### config.mk
export PLATFORM = sky130hd
export DESIGN_NAME = opc5ls_mem_arbiter
export DESIGN_NICKNAME = d
export VERILOG_FILES = /design/src/rtl/opc5ls_mem_arbiter.sv
export SDC_FILE = /design/constraint.sdc
export NUM_CORES = 1
export LEC_CHECK = 0
export BUFFER_PORTS_ARGS = -buffer_cell sky130_fd_sc_hd__buf_4
export CORE_MARGIN = 2
export CORE_UTILIZATION = 29
export CTS_CLUSTER_SIZE = 20
export DETAILED_ROUTE_END_ITERATION = 10
export PLACE_DENSITY_LB_ADDON = 0.25
export RECOVER_POWER = 100
export SLEW_MARGIN = 20
export SYNTH_ARGS = -nofsm -noshare
export SYNTH_HDL_FRONTEND = slang
export SYNTH_SLANG_ARGS = --single-unit
### constraint.sdc
create_clock -name clk -period 1.4 [get_ports clk]
set_input_delay 0.21 -clock clk [delete_from_list [all_inputs] [get_ports clk]]
set_output_delay 0.21 -clock clk [all_outputs]
set_load 0.1 [all_outputs]
### src/rtl/opc5ls_mem_arbiter.sv
// Two-CPU shared-memory arbiter: grants one port at a time, stretches each
// access by WAIT_STATES cycles and stalls the CPUs through their clock enables.
//
// state  | meaning
// IDLE   | arbitration cycle; requesters stalled, memory bus quiet
// ACCESS | memory driven from granted port; cnt_q counts down the wait states
module opc5ls_mem_arbiter #(
  parameter int WAIT_STATES   = 1,
  parameter int PRIORITY_MODE = 0
) (
  input  logic        clk,
  input  logic        reset,
  input  logic        vpa0,
  input  logic        vda0,
  input  logic        rnw0,
  input  logic [15:0] address0,
  input  logic [15:0] dout0,
  input  logic        vpa1,
  input  logic        vda1,
  input  logic        rnw1,
  input  logic [15:0] address1,
  input  logic [15:0] dout1,
  output logic        clken0,
  output logic        clken1,
  output logic [15:0] din0,
  output logic [15:0] din1,
  output logic [15:0] mem_address,
  output logic [15:0] mem_dout,
  input  logic [15:0] mem_din,
  output logic        mem_we
);

  typedef enum logic {IDLE, ACCESS} state_t;

  localparam logic [1:0] WAIT_CNT = 2'(WAIT_STATES);

  state_t     state_q, state_d;
  logic       grant_q, grant_d;
  logic       last_q, last_d;
  logic [1:0] cnt_q, cnt_d;
  logic       req0, req1;
  logic       winner;

  assign req0 = vpa0 | vda0;
  assign req1 = vpa1 | vda1;

  // last_q resets to 1 so the first round-robin tie goes to port 0.
  always_comb begin
    if (req0 && req1) begin
      winner = (PRIORITY_MODE != 0) ? 1'b0 : !last_q;
    end else begin
      winner = req1;
    end
  end

  always_ff @(posedge clk) begin
    if (reset) begin
      state_q <= IDLE;
      grant_q <= 1'b0;
      last_q  <= 1'b1;
      cnt_q   <= 2'd0;
    end else begin
      state_q <= state_d;
      grant_q <= grant_d;
      last_q  <= last_d;
      cnt_q   <= cnt_d;
    end
  end

  always_comb begin
    state_d     = state_q;
    grant_d     = grant_q;
    last_d      = last_q;
    cnt_d       = cnt_q;
    clken0      = !req0;
    clken1      = !req1;
    mem_address = 16'h0000;
    mem_dout    = 16'h0000;
    mem_we      = 1'b0;

    case (state_q)
      IDLE: begin
        if (req0 || req1) begin
          grant_d = winner;
          cnt_d   = WAIT_CNT;
          state_d = ACCESS;
        end
      end
      ACCESS: begin
        mem_address = grant_q ? address1 : address0;
        mem_dout    = grant_q ? dout1 : dout0;
        mem_we      = grant_q ? !rnw1 : !rnw0;
        if (grant_q) begin
          clken1 = (cnt_q == 2'd0);
        end else begin
          clken0 = (cnt_q == 2'd0);
        end
        if (cnt_q == 2'd0) begin
          last_d  = grant_q;
          state_d = IDLE;
        end else begin
          cnt_d = cnt_q - 2'd1;
        end
      end
      default: state_d = IDLE;
    endcase

    // Reset releases both CPUs and silences the memory bus immediately.
    if (reset) begin
      clken0      = 1'b1;
      clken1      = 1'b1;
      mem_address = 16'h0000;
      mem_dout    = 16'h0000;
      mem_we      = 1'b0;
    end
  end

  assign din0 = mem_din;
  assign din1 = mem_din;

endmodule

# == Word-level counts from Yosys, hierarchy flattened ==
# Index checks and enable logic that the tools add are counted.
# Widths: inputs -> output; s select.
# classes
n_addsub,1
mul,0
div_mod_pow,0
n_lt_le_gt_ge,0
n_eq_ne,2
shift,0
muxes,22
n_bitwise,3
reduce_logical,11
# op_table
op,n
$mux 16,6
$mux 1,12
$reduce_and 2->1,3
$logic_not 1->1,5
$mux 2,2
$ne 2x2->1 const B,2
$pmux 2 s2,1
$logic_not 2->1,1
$or 1x1->1,2
$pmux 1 s2,1
$sub 2x1->2 const B,1
$logic_and 1x1->1,1
$logic_or 1x1->1,1
$not 1->1,1
# word_totals
ff_bits,5
latchBits,0
ramBits,0
romBits,0
out_inout_bits,67
wordCells,43
memories,0

# == Longest topological paths before layout ==
# logic_depth
ltp_word,5
ltp_mapped,5

# == Worst setup path before layout ==
# No wires, ideal clock.
# synth_path
kind,register to output
from,reg grant_q
to,out mem_we
t_arrival_ns,2.878
required_time_ns,1.190
slack_ns,-1.688
path_stages_with_launch,4
path_buffers,2
cell_sequence,dfxtp_1 -> buf_2 -> buf_2 -> a211oi_1
# synth_via
elab_chain_cells,3
# synth_lines
item,line,source
start: declaration,38,"logic grant_q, grant_d;"
start signal: assignment,64,grant_q <= grant_d;
$mux 1,92,mem_we = grant_q ? !rnw1 : !rnw0;
$mux 1,81,case (state_q)
$mux 1,109,if (reset) begin
end: declaration,30,output logic mem_we
# No other way between the ends.

# == Worst setup path in the final report ==
# layout_path
from,reg cnt_q[0]
to,out clken0
# layout_via
elab_chain_cells,4
# layout_lines
item,line,source
start: declaration,40,"logic [1:0] cnt_q, cnt_d;"
start signal: assignment,66,cnt_q <= cnt_d;
$logic_not 2->1,96,clken0 = (cnt_q == 2'd0);
$mux 1,93,if (grant_q) begin
$mux 1,81,
$mux 1,109,
end: declaration,23,"output logic clken0,"
# No other way between the ends.

==> impl_results.md <==
* CP endpoint: clken0
* Final Max Slew Viols at 0
* Core Region at 3310 um2
* Drt pass-1 iters at 4
* Antenna violations before repair at 0
* Worst r2r path cells at 6
* Top post-synthesis cells by area: mux2i_1 32%, buf_4 24%, nor2_1 14%, dfxtp_1 10%, buf_2 2.0%
* First-pass GRT wire length at 10100 um
* Worst hold path class: input pin to flip-flop
* Area share of the largest cell type after synthesis at 0.322
* Violated checks: setup timing
* GRT Util Overall at 0.335
* Worst Path Max Fanout at 5
* DRT antenna net count at 0
* Die width at 62.6 um
* Die Y at 62.6 um
* Vias at 1471
* Area growth syn-to-layout at 207%
* Period utilization at 1.23
* RSZ-0062 raised after global routing: yes
* GR Overflow Total at 0
* N_diodes at 0
* Largest area contributor in the netlist: mux2i_1
* Worst reg2reg startpoint: cnt_q[0]
* Synthesized cell area at 995 um2
* Fmax at 581 MHz
* CP Capture Type: output pin
* Clock insertion delay at the later pin of the skew report at 0.26 ns
* Async set-reset flop share out of synthesis at 0
* Storage cell area at 108 um2
* Clk buf depth at 2
* HP Start: reset
* Unique masters post-synth at 23
* Maxcap violations at 0
* Startpoint Class: flip-flop
* Final core occ at 0.921
* H-Tree Depth at 1
* Worst VDD drop at 0.000636 V
* Pin slew with the least headroom to its limit at 0.284 ns
* RR Endpoint: cnt_q[0]
* CTS Buf Count at 3
* Wirelength per Cell at 25.3 um
* Number of DRC markers in iteration 0 at 59
* Syn_nets at 228
* Die ar. at 3910 um2
* Post-synthesis sequential area ratio at 0.101
* Req. time, crit path at 1.19 ns
* I/O pin cnt at 155
* Reg2reg setup slack at 0.15 ns
* Remaining DRCs at 0
* Crit path DAT at 1.51 ns
* Root Driver: clkbuf_4
* Largest net degree at the start of global routing at 19
* EDFF count, synth at 0
* Vias in the first global route at 1615
* Initial Utilization at 0.300
* Worst setup path class: flip-flop to output pin
* Placer Congestion at 0.705
* Top FF cell, synth: dfxtp_1
* Syn. warnings at 0
* Post-synthesis cell count at 139
* Leakage power at 0.00114 uW
* Final Hold Viols at 0
* Final setup vio count at 35
* Dpl ws at -0.0675 ns
* Relative slew slack at 0.809
* Synthesis-stage register bit count at 5
* Hpwl dp at 2990 um
* Multi-input gate area at 1310 um2
* Filler cells at 115
* CTS tree: built
* Status: complete, but fails checks
* CTS clock-pin slew for the worst setup and hold paths at 0.04 ns
* Port Buf Inserts at 106
* Vias per cell at 5.35
* Synthesized area per cell at 7.16 um2
* Share of layout cells above drive strength 1 at 0.917
* Min cycle time layout at 1.72 ns
* CTS Sinks at 5
* Clk_skew at 0.00763 ns
* Nets@finish at 319
* PD cells at 649 nW/um2
* Total Routed Length at 6970 um
* # rows at 21
* Final worst slack at -0.320 ns
* Worst-case hold slack at 0.310 ns
* Critical Path Start: cnt_q[0]
-- critical path, stage by stage, from the launching register on --
cell and delay, ns:
dfxtp_2 0.33, inv_2 0.05, ha_4 0.19, nand2_4 0.07, nor2_2 0.04, or3b_4 0.40
buf_12 0.17
-- layout make-up --
| cell class | instances | area share |
|---|---|---|
| repair buffers | 127 | 0.505 |
| clock buffers | 4 | 0.00862 |
| well taps | 46 | 0.0189 |
| flip-flops and latches | 5 | 0.0353 |
| inverters | 3 | 0.00369 |
| multi-input cells | 90 | 0.428 |
-- per-stage QoR --
| step | power, uW | area, um2 | TNS, ns | cells |
|---|---|---|---|---|
| floorplan | 1370 | 1360 | -3.04 | 139 |
| global placement | 1220 | 2000 | -0.0720 | 262 |
| detailed placement | 1250 | 2000 | -0.407 | 262 |
| CTS | 1880 | 3010 | -6.94 | 275 |
| global route | 2020 | 3050 | -9.97 | 275 |
| finish | 1980 | 3050 | -9.18 | 275 |
-- timing repair --
item	4_1_cts	5_1_grt
endpoints found under the setup margin	35	35
setup buffers	5	0
hold buffers	0	0
gates cloned	4	0
resized for setup	178	9
pin swaps	23	7
-- worst min path at each step --
stage / end / depth (start not counted)
2_1_floorplan: grant_q / 1
3_3_place_gp: din0[13] / 0
3_5_place_dp: din0[13] / 0
4_1_cts: grant_q / 3
5_1_grt: state_q / 3
6_report: state_q / 3
-- layout by cell type (no fill, tap or decap), types with 2 or more instances in the layout --
cell type / instances
buf_4: 79
buf_12: 39
mux2i_4: 32
nor2_4: 32
buf_6: 5
nor2_1: 4
buf_16: 4
o21ai_0: 3
a21oi_1: 3
clkbuf_4: 3
dfxtp_2: 3
inv_2: 2
-- sequential cells by signal, summed over array words and instances (netlist names) --
register and cells:
cnt_q 2, grant_q 1, last_q 1, state_q 1
-- cell families after synthesis --
| group | count (synthesis) | share of synthesized area |
|---|---|---|
| multiplexers | 32 | 0.322 |
| AND/OR/NAND/NOR | 43 | 0.179 |
| flip-flops | 5 | 0.101 |
| AO/OA/AOI/OAI | 14 | 0.0931 |
| buffers and inverters | 44 | 0.293 |
| adder cells (fa/ha/maj) | 1 | 0.0126 |
-- per-layer routing --
layer | GRT usage | wire length [um]
met5 | 0 | 0
met4 | 0.0861 | 240
met3 | 0.0811 | 510
met2 | 0.590 | 3620
met1 | 0.407 | 2600
-- cell usage after synthesis (2+ instances only) --
cell type	n
o21ai_0	4
nor2_1	37
buf_4	32
buf_2	4
dfxtp_1	5
mux2i_1	32
clkbuf_1	4
inv_1	3
a21oi_1	3
a211oi_1	2
-- power breakdown --
part           internal [uW]  leakage [uW]  switching [uW]  total [uW]
combinational            725       0.00108             894        1620
sequential               158     0.0000428            18.3         176
clock                    109     0.0000150            74.9         184
Note: power is estimated with default switching activity, not from simulation.
